--- src/rtl/pc_sequencer_pkg.sv ---
// Shared types and defaults for the PC sequencer: FSM states, redirect sources
// ordered by priority, and the default reset/exception addresses.
package pcpu_pc_pkg;

    typedef enum logic [1:0] {
        ST_BOOT,
        ST_FETCH,
        ST_HOLD
    } pc_state_e;

    // Numeric order is the priority order: a larger value wins.
    typedef enum logic [1:0] {
        SRC_NONE = 2'd0,
        SRC_JMP  = 2'd1,
        SRC_BR   = 2'd2,
        SRC_EXC  = 2'd3
    } redir_src_e;

    localparam logic [31:0] PC_RESET_DEFAULT      = 32'hFFFF_FFFC;
    localparam logic [31:0] PC_EXC_VECTOR_DEFAULT = 32'h0000_0180;

    function automatic logic [31:0] align_tgt(input logic [31:0] t);
        return {t[31:2], 2'b00};
    endfunction

endpackage

--- src/rtl/pc_sequencer_if.sv ---
// Fetch-side bus between the PC sequencer (master) and the core/imem (slave).
interface pc_sequencer_if;
    logic [31:0] pc;
    logic        stall;
    logic        imem_req;
    logic        imem_ack;
    logic        br_taken;
    logic [31:0] br_target;
    logic        jmp_valid;
    logic [31:0] jmp_target;
    logic        exc_req;
    logic        pc_write;
    logic [31:0] pc_next;
    logic        flush_if;
    logic        flush_id;
    logic        redirect_pending;

    modport master (
        input  pc, stall, imem_ack, br_taken, br_target, jmp_valid, jmp_target, exc_req,
        output imem_req, pc_write, pc_next, flush_if, flush_id, redirect_pending
    );

    modport slave (
        output pc, stall, imem_ack, br_taken, br_target, jmp_valid, jmp_target, exc_req,
        input  imem_req, pc_write, pc_next, flush_if, flush_id, redirect_pending
    );
endinterface

--- src/rtl/pc_sequencer_redirect_buf.sv ---
// Single-entry pending redirect register; a capture replaces the held entry
// only when its priority is equal or higher.
module pc_redirect_buf
    import pcpu_pc_pkg::*;
(
    input  logic        clk,
    input  logic        reset,
    input  redir_src_e  cap_src_i,
    input  logic [31:0] cap_target_i,
    input  logic        consume_i,
    output redir_src_e  pend_src_o,
    output logic [31:0] pend_target_o
);

    redir_src_e  src_q, src_d;
    logic [31:0] tgt_q, tgt_d;

    always_comb begin
        src_d = src_q;
        tgt_d = tgt_q;
        if (consume_i) begin
            src_d = SRC_NONE;
            tgt_d = '0;
        end else if (cap_src_i != SRC_NONE && cap_src_i >= src_q) begin
            src_d = cap_src_i;
            tgt_d = cap_target_i;
        end
    end

    always_ff @(posedge clk) begin
        if (reset) begin
            src_q <= SRC_NONE;
            tgt_q <= '0;
        end else begin
            src_q <= src_d;
            tgt_q <= tgt_d;
        end
    end

    assign pend_src_o    = src_q;
    assign pend_target_o = tgt_q;

endmodule

--- src/rtl/pc_sequencer.sv ---
// PC sequencer: BOOT/FETCH/HOLD control with prioritised redirects.
// Exception redirects exist only when PC_SEQ_EXC_EN is defined.
module pc_sequencer
    import pcpu_pc_pkg::*;
#(
    parameter logic [31:0] RESET_PC   = PC_RESET_DEFAULT,
    parameter logic [31:0] EXC_VECTOR = PC_EXC_VECTOR_DEFAULT
) (
    input  logic               clk,
    input  logic               reset,
    pc_sequencer_if.master     bus
);

    pc_state_e   state_q, state_d;
    redir_src_e  live_src, pend_src, applied_src, cap_src;
    logic [31:0] live_tgt, pend_tgt, applied_tgt;
    logic        exc_live;
    logic        imem_req_c, pc_write_c, in_boot;

`ifdef PC_SEQ_EXC_EN
    assign exc_live = bus.exc_req;
`else
    logic unused_exc;
    assign exc_live   = 1'b0;
    assign unused_exc = ^{bus.exc_req, EXC_VECTOR};
`endif

    always_comb begin
        live_src = SRC_NONE;
        live_tgt = '0;
        if (exc_live) begin
            live_src = SRC_EXC;
            live_tgt = align_tgt(EXC_VECTOR);
        end else if (bus.br_taken) begin
            live_src = SRC_BR;
            live_tgt = align_tgt(bus.br_target);
        end else if (bus.jmp_valid) begin
            live_src = SRC_JMP;
            live_tgt = align_tgt(bus.jmp_target);
        end
    end

    always_ff @(posedge clk) begin
        if (reset) begin
            state_q <= ST_BOOT;
        end else begin
            state_q <= state_d;
        end
    end

    always_comb begin
        state_d    = state_q;
        imem_req_c = 1'b0;
        pc_write_c = 1'b0;
        case (state_q)
            ST_BOOT: begin
                pc_write_c = 1'b1;
                state_d    = ST_FETCH;
            end
            ST_FETCH: begin
                imem_req_c = 1'b1;
                if (bus.imem_ack) begin
                    if (bus.stall) state_d = ST_HOLD;
                    else           pc_write_c = 1'b1;
                end
            end
            ST_HOLD: begin
                if (!bus.stall) state_d = ST_FETCH;
            end
            default: state_d = ST_BOOT;
        endcase
        // Reset is sampled synchronously but must dominate the outputs in its own cycle.
        if (reset) begin
            imem_req_c = 1'b0;
            pc_write_c = 1'b1;
        end
    end

    assign in_boot     = reset || (state_q == ST_BOOT);
    assign applied_src = (live_src != SRC_NONE) ? live_src : pend_src;
    assign applied_tgt = (live_src != SRC_NONE) ? live_tgt : pend_tgt;
    assign cap_src     = (!pc_write_c && !reset) ? live_src : SRC_NONE;

    pc_redirect_buf u_buf (
        .clk           (clk),
        .reset         (reset),
        .cap_src_i     (cap_src),
        .cap_target_i  (live_tgt),
        .consume_i     (pc_write_c),
        .pend_src_o    (pend_src),
        .pend_target_o (pend_tgt)
    );

    assign bus.imem_req         = imem_req_c;
    assign bus.pc_write         = pc_write_c;
    assign bus.pc_next          = in_boot ? RESET_PC
                                : (applied_src != SRC_NONE) ? applied_tgt : bus.pc + 32'd4;
    assign bus.flush_if         = !in_boot && pc_write_c && (applied_src != SRC_NONE);
    assign bus.flush_id         = !in_boot && pc_write_c && (applied_src >= SRC_BR);
    assign bus.redirect_pending = !reset && (pend_src != SRC_NONE);

endmodule

--- src/flat_wrapper.sv ---
// flat-port wrapper written by rule: the top's interface ports become plain ports
module pc_sequencer_flat import pcpu_pc_pkg::*;
#(
    parameter logic [31:0] RESET_PC   = PC_RESET_DEFAULT,
    parameter logic [31:0] EXC_VECTOR = PC_EXC_VECTOR_DEFAULT
)
  (clk, reset, bus_pc, bus_stall, bus_imem_ack, bus_br_taken, bus_br_target, bus_jmp_valid, bus_jmp_target, bus_exc_req, bus_imem_req, bus_pc_write, bus_pc_next, bus_flush_if, bus_flush_id, bus_redirect_pending);
  pc_sequencer_if bus_i ();
  input  logic clk;
  input  logic reset;
  input wire logic [$bits(bus_i.pc)-1:0] bus_pc;
  input wire logic [$bits(bus_i.stall)-1:0] bus_stall;
  input wire logic [$bits(bus_i.imem_ack)-1:0] bus_imem_ack;
  input wire logic [$bits(bus_i.br_taken)-1:0] bus_br_taken;
  input wire logic [$bits(bus_i.br_target)-1:0] bus_br_target;
  input wire logic [$bits(bus_i.jmp_valid)-1:0] bus_jmp_valid;
  input wire logic [$bits(bus_i.jmp_target)-1:0] bus_jmp_target;
  input wire logic [$bits(bus_i.exc_req)-1:0] bus_exc_req;
  output wire logic [$bits(bus_i.imem_req)-1:0] bus_imem_req;
  output wire logic [$bits(bus_i.pc_write)-1:0] bus_pc_write;
  output wire logic [$bits(bus_i.pc_next)-1:0] bus_pc_next;
  output wire logic [$bits(bus_i.flush_if)-1:0] bus_flush_if;
  output wire logic [$bits(bus_i.flush_id)-1:0] bus_flush_id;
  output wire logic [$bits(bus_i.redirect_pending)-1:0] bus_redirect_pending;
  assign bus_i.pc = bus_pc;
  assign bus_i.stall = bus_stall;
  assign bus_i.imem_ack = bus_imem_ack;
  assign bus_i.br_taken = bus_br_taken;
  assign bus_i.br_target = bus_br_target;
  assign bus_i.jmp_valid = bus_jmp_valid;
  assign bus_i.jmp_target = bus_jmp_target;
  assign bus_i.exc_req = bus_exc_req;
  assign bus_imem_req = bus_i.imem_req;
  assign bus_pc_write = bus_i.pc_write;
  assign bus_pc_next = bus_i.pc_next;
  assign bus_flush_if = bus_i.flush_if;
  assign bus_flush_id = bus_i.flush_id;
  assign bus_redirect_pending = bus_i.redirect_pending;
  pc_sequencer #(.RESET_PC(RESET_PC), .EXC_VECTOR(EXC_VECTOR)) u_core (.clk(clk), .reset(reset), .bus(bus_i));
endmodule
--- config.mk ---
export PLATFORM = sky130hd
export DESIGN_NAME = pc_sequencer_flat
export DESIGN_NICKNAME = d
export VERILOG_FILES = /design/src/rtl/pc_sequencer_pkg.sv /design/src/rtl/pc_sequencer_if.sv /design/src/rtl/pc_sequencer_redirect_buf.sv /design/src/rtl/pc_sequencer.sv /design/src/flat_wrapper.sv
export SDC_FILE = /design/constraint.sdc
export NUM_CORES = 1
export LEC_CHECK = 0
export CORE_MARGIN = 3
export CORE_UTILIZATION = 39
export DETAILED_ROUTE_END_ITERATION = 8
export GPL_ROUTABILITY_DRIVEN = 0
export GPL_TIMING_DRIVEN = 0
export PLACE_DENSITY = 0.81
export SLEW_MARGIN = 10
export SYNTH_ARGS = -nofsm -noshare
export SYNTH_HDL_FRONTEND = slang
export SYNTH_SLANG_ARGS = --single-unit
--- constraint.sdc ---
create_clock -name clk -period 4.19 [get_ports clk]
set_clock_uncertainty 0.2 [all_clocks]
set_input_delay 0.6285 -clock clk [delete_from_list [all_inputs] [get_ports clk]]
set_output_delay 0.6285 -clock clk [all_outputs]
set_load 0.1 [all_outputs]
==> results_dict.tcl, run 1 <==
set metrics [dict create \
    num_antenna_cells 0 \
    min_period_ns 4.08 \
    drive_above_1_share 0.130 \
    numCtsBuffers 5 \
    h-tree-depth 2 \
    synth-main-ff-cell "dfxtp_1" \
    rsz0062_at_grt "no" \
    slew_violations 0 \
    mostFrequentLayoutCells "clkdlybuf4s50_1 (100), nand2_1 (54), nand3_1 (42)" \
    ir_drop_mv 0.149 \
    synth_cell_types 41 \
    leakagePower_nw 1.38 \
    final_net_count 592 \
    setup_violations 0 \
    worst_pin_slew_ns 0.974 \
    yosysTopAreaCell "dfxtp_1" \
    synthTopCellsByArea "dfxtp_1 (27%), a22oi_1 (8.6%), nand3_1 (8.3%)" \
    cts_buffer_depth 2 \
    num_vias 3183 \
    p_total_mw 1.04 \
    status "complete, no violations" \
    drt_iter0_drc 178 \
    wl_mm 9.17 \
    syn_nets 453 \
    hold_class "reg2reg" \
    post_dp_cell_area_mm2 0.00397 \
    synth-edff-count 0 \
    hold_violations 0 \
    syn_to_final_growth_pct 59.0 \
    clock_latency_ns 0.27 \
    die-width_um 86.8 \
    fin_util 0.660 \
    grt_max_degree 11 \
    dieArea_mm2 0.00753 \
    period_share 0.973 \
    dp_hpwl_mm 7.24 \
    postCtsHoldBufs 0 \
    crit_path_max_fanout 10 \
    drv_cap 0 \
    start_util 0.415 \
    synth_cells 347 \
    max_freq_mhz 245 \
    via_per_inst 5.67 \
    tns_ns 0 \
    drc_errors 0 \
    syn_avg_cell_area_um2 7.33 \
    critical_path_arrival_ns 3.25 \
    num_io_pins 140 \
    grt_pass1_vias 3072 \
    synth.cell_area_mm2 0.00254 \
    fin_area_mm2 0.00405 \
    portBuffers 132 \
    path_clk_slew_ns 0.07 \
    async_flop_share 0 \
    yosys_warnings 0 \
    cts_tree "built" \
    die_y_um 86.8 \
    grt_pass1_wl_mm 14.6 \
    yosysSeqAreaShare 0.268 \
    globalRouteOverflowTotal 0 \
    end_kind "primary output" \
    core_area_mm2 0.00613 \
    core.rowCount 28 \
    final_common_cell "clkdlybuf4s50_1" \
    worstPathRequired_ns 3.36 \
    p_per_area_mw_per_mm2 256 \
    hold_slack_ns 0.267 \
    slew_headroom 0.349 \
    wl_per_cell_um 16.3 \
    dr.pass1.iters 4 \
    antenna_left 0 \
    antenna_found_initial 0 \
    worst-setup-path-type "in2out" \
    grt_use_total 0.238 \
    clock-root-buffer "clkbuf_8" \
    cp-start-kind "input port" \
    yosys_register_bits 34 \
    clock_sinks 34 \
    yosysTopAreaCellShare 0.268 \
]
-- synthesized netlist by cell type, drive strengths merged (7+ instances only) --
| library cell | count |
|---|---|
| a21oi | 7 |
| a22oi | 29 |
| a32oi | 21 |
| buf | 12 |
| clkbuf | 15 |
| dfxtp | 34 |
| nand2 | 55 |
| nand3 | 43 |
| nand4 | 9 |
| nor2 | 18 |
| o21ai | 34 |
| xnor2 | 8 |
| xor2 | 19 |
-- power breakdown --
part	leakage (nW)	switching (mW)	total, mW	internal, mW
Clock	0.0383	0.116	0.231	0.115
Sequential	0.276	0.00811	0.345	0.337
Combinational	1.07	0.302	0.460	0.158
-- what timing repair did --
item,in CTS,in global routing
buffers inserted,0,0
setup endpoints to repair,31,54
gates resized for setup,74,26
-- worst max-delay path, stage by stage --
cell and delay [ns]:
clkdlybuf4s50_1 0.50, nor2_1 0.36, nand2_1 0.32, and2_1 0.30, clkbuf_1 0.26, a32oi_1 0.27, clkdlybuf4s15_2 0.58
-- stage by stage --
| step | cells | worst slack [ns] |
|---|---|---|
| 3_5_place_dp | 554 | -0.586 |
| 4_1_cts | 561 | 0.00619 |
| 5_1_grt | 561 | 0.000874 |
| 3_3_place_gp | 554 | -0.521 |
| 2_1_floorplan | 347 | 0.0982 |
| 6_report | 561 | 0.115 |
-- cells by family (layout without fill, tap and decap cells) --
family                     count (synthesis)  count (layout)  share of synthesized area
AOI/OAI and AO/OA                         99              99                      0.265
xor gates and xnor gates                  27              27                     0.0930
adders and majority gates                  3               3                     0.0148
buffers and inverters                     31             170                     0.0502
DFF                                       34              34                      0.268
muxes                                      2               2                    0.00885
and+or+nand+nor                          151             151                      0.301
-- flip-flops by register name (all words and copies together) (netlist names) --
signal	count
u_core.state_q	2
u_core.u_buf.pend_target_o	30
u_core.u_buf.pend_src_o	2
-- per-layer routing --
layer,GRT usage,part of all wire,up-vias
met4,0.0496,0.011,0
met2,0.429,0.50,111
met1,0.297,0.42,1499
met3,0.0390,0.063,11
li1,-,-,1562
met5,0,0,-
-- layout make-up --
class	instances	area (um2)
repair buffers	132	1300
flip-flops and latches	34	681
multi-input cells	282	1770
fillers	552	2090
plain buffers	27	114
inverters	4	15.0
well taps	75	93.8
clock buffers	7	76.3
-- path summary, 6_finish.rpt --
kind                             startpoint                        endpoint  slack (ns)  depth (start not counted)
min          u_core.u_buf.pend_target_o[15]  u_core.u_buf.pend_target_o[15]        0.27                          2
max                           bus_jmp_valid                 bus_pc_next[28]        0.11                          7
max reg2reg               u_core.state_q[0]  u_core.u_buf.pend_target_o[31]        0.78                         11
min reg2reg  u_core.u_buf.pend_target_o[15]  u_core.u_buf.pend_target_o[15]        0.27                          2
No activity file was read; power rests on OpenSTA's default activity.
==> run 2, diff against run 1 <==
--- a/config.mk
+++ b/config.mk
@@ -6,12 +6,10 @@
 export NUM_CORES = 1
 export LEC_CHECK = 0
 export CORE_MARGIN = 3
-export CORE_UTILIZATION = 39
+export CORE_UTILIZATION = 30
 export DETAILED_ROUTE_END_ITERATION = 8
 export GPL_ROUTABILITY_DRIVEN = 0
 export GPL_TIMING_DRIVEN = 0
-export PLACE_DENSITY = 0.81
-export SLEW_MARGIN = 10
 export SYNTH_ARGS = -nofsm -noshare
 export SYNTH_HDL_FRONTEND = slang
 export SYNTH_SLANG_ARGS = --single-unit
==> run 2 against run 1 <==
Net effect:
- cell count is 4.8% higher
- core utilization is 15 points lower
- register-to-register slack gained 0.20 ns
- worst hold slack better by 0.0020 ns
- die area grew 28%
- flip-flop and latch count did not move
- critical endpoint is now bus_pc_next[19]
==> results_dict.tcl, run 2 (synthesized netlist as in run 1, its figures left out) <==
set metrics [dict create \
    globalRouteOverflowTotal 0 \
    period_share 0.975 \
    mostFrequentLayoutCells "clkdlybuf4s50_1 (100), nand2_1 (54), nand3_1 (42)" \
    layout_setup_ws_ns 0.103 \
    clock_sinks 34 \
    r2r_setup_slack_ns 0.98 \
    core_area_mm2 0.00797 \
    hold_slack_ns 0.269 \
    final_net_count 592 \
    setup_violations 0 \
    dr.pass1.iters 4 \
    die_y_um 98.1 \
    slew_headroom 0.344 \
    worst-setup-path-type "in2out" \
    hold_class "reg2reg" \
    largest_reg_flops 30 \
    drt_iter0_drc 120 \
    end_kind "primary output" \
    via_per_inst 5.49 \
    path_clk_slew_ns 0.08 \
    worst_pin_slew_ns 0.981 \
    cts_tree "built" \
    grt_pass1_wl_mm 15.8 \
    status "complete, no violations" \
    dp_hpwl_mm 7.65 \
    syn_to_final_growth_pct 60.5 \
    clock-root-buffer "clkbuf_8" \
    portBuffers 132 \
    antenna_left 0 \
    antenna_found_initial 0 \
    tns_ns 0 \
    grt_pass1_vias 3263 \
    drc_errors 0 \
    leakagePower_nw 1.39 \
    place_ws_ns -0.544 \
    ir_drop_mv 0.152 \
    hold_violations 0 \
    cp-start-kind "input port" \
    rsz0062_at_grt "yes" \
    drive_above_1_share 0.142 \
    max_freq_mhz 245 \
    grt_max_degree 11 \
    num_io_pins 140 \
    die-width_um 98.1 \
    final_common_cell "clkdlybuf4s50_1" \
    start_util 0.319 \
    crit_path_max_fanout 10 \
    fin_util 0.512 \
    min_period_ns 4.09 \
    post_cts_buffers 0 \
    num_antenna_cells 0 \
    instances_no_fill 588 \
    numCtsBuffers 5 \
    cts_buffer_depth 2 \
    slew_violations 0 \
    p_per_area_mw_per_mm2 257 \
    dieArea_mm2 0.00962 \
    place_inst 581 \
    clock_latency_ns 0.29 \
    core.rowCount 32 \
    drv_cap 0 \
    critical_path_arrival_ns 3.26 \
    wl_mm 9.82 \
    num_vias 3226 \
    postCtsHoldBufs 0 \
    wl_per_cell_um 16.7 \
    worstPathRequired_ns 3.36 \
    grt_use_total 0.200 \
    h-tree-depth 2 \
]
run 2: cell count changes in the layout (fill, tap and decap cells not counted), sizes merged:
cell,change
buf,-4
clkbuf,+5
clkdlybuf4s15,+5
clkdlybuf4s18,-2
dlygate4sd2,-3
dlymetal6s2s,-1
run 2: cell type report:
class,instances,area (um2)
Tap cell,102,128
Multi-Input combinational cell,282,1770
Buffer,27,115
Clock buffer,7,76.3
Inverter,4,15.0
Timing Repair Buffer,132,1300
Sequential cell,34,681
Fill cell,813,3890
run 2: final timing paths:
check                              endpoint  cells past startpoint                           start
min          u_core.u_buf.pend_target_o[15]                      2  u_core.u_buf.pend_target_o[15]
max reg2reg  u_core.u_buf.pend_target_o[14]                     11               u_core.state_q[0]
min reg2reg  u_core.u_buf.pend_target_o[15]                      2  u_core.u_buf.pend_target_o[15]
max                         bus_pc_next[19]                      7                   bus_jmp_valid
run 2: repair_timing:
item | 4_1_cts | 5_1_grt
endpoints found under the hold margin | 0 | 0
pin swaps | 0 | 0
setup endpoints to repair | 32 | 59
resized for setup | 76 | 26
run 2: per-stage QoR:
step                instance area, um2  total power, mW
floorplan                         2550            0.636
global placement                  4000            0.821
detailed placement                4000            0.822
CTS                               4100             1.05
global route                      4080             1.09
finish                            4080             1.05
run 2: power breakdown:
| part | internal, mW | switching [mW] |
|---|---|---|
| clock network | 0.115 | 0.126 |
| logic | 0.159 | 0.304 |
| registers | 0.337 | 0.00791 |
run 2: worst max-delay path: stages:
cell and delay (ns):
clkdlybuf4s50_1 0.51, nor2_1 0.34, nand2_1 0.31, nor3_1 0.52, buf_2 0.35, a32oi_1 0.11
clkdlybuf4s15_2 0.49
run 2: per-layer routing:
metal | wire [um] | GRT usage | up-vias
met3 | 730 | 0.0429 | 16
met4 | 178 | 0.0586 | 0
met1 | 4160 | 0.252 | 1527
li1 | - | - | 1564
met2 | 4760 | 0.344 | 119
met5 | 0 | 0 | -
==> run 3, diff against run 2 <==
--- a/config.mk
+++ b/config.mk
@@ -6,10 +6,11 @@
 export NUM_CORES = 1
 export LEC_CHECK = 0
 export CORE_MARGIN = 3
-export CORE_UTILIZATION = 30
+export CORE_UTILIZATION = 39
 export DETAILED_ROUTE_END_ITERATION = 8
 export GPL_ROUTABILITY_DRIVEN = 0
 export GPL_TIMING_DRIVEN = 0
+export PLACE_DENSITY = 0.81
 export SYNTH_ARGS = -nofsm -noshare
 export SYNTH_HDL_FRONTEND = slang
 export SYNTH_SLANG_ARGS = --single-unit
==> results of run 3 <==
The final DEF is identical to that of run 1; final timing and power are the same.
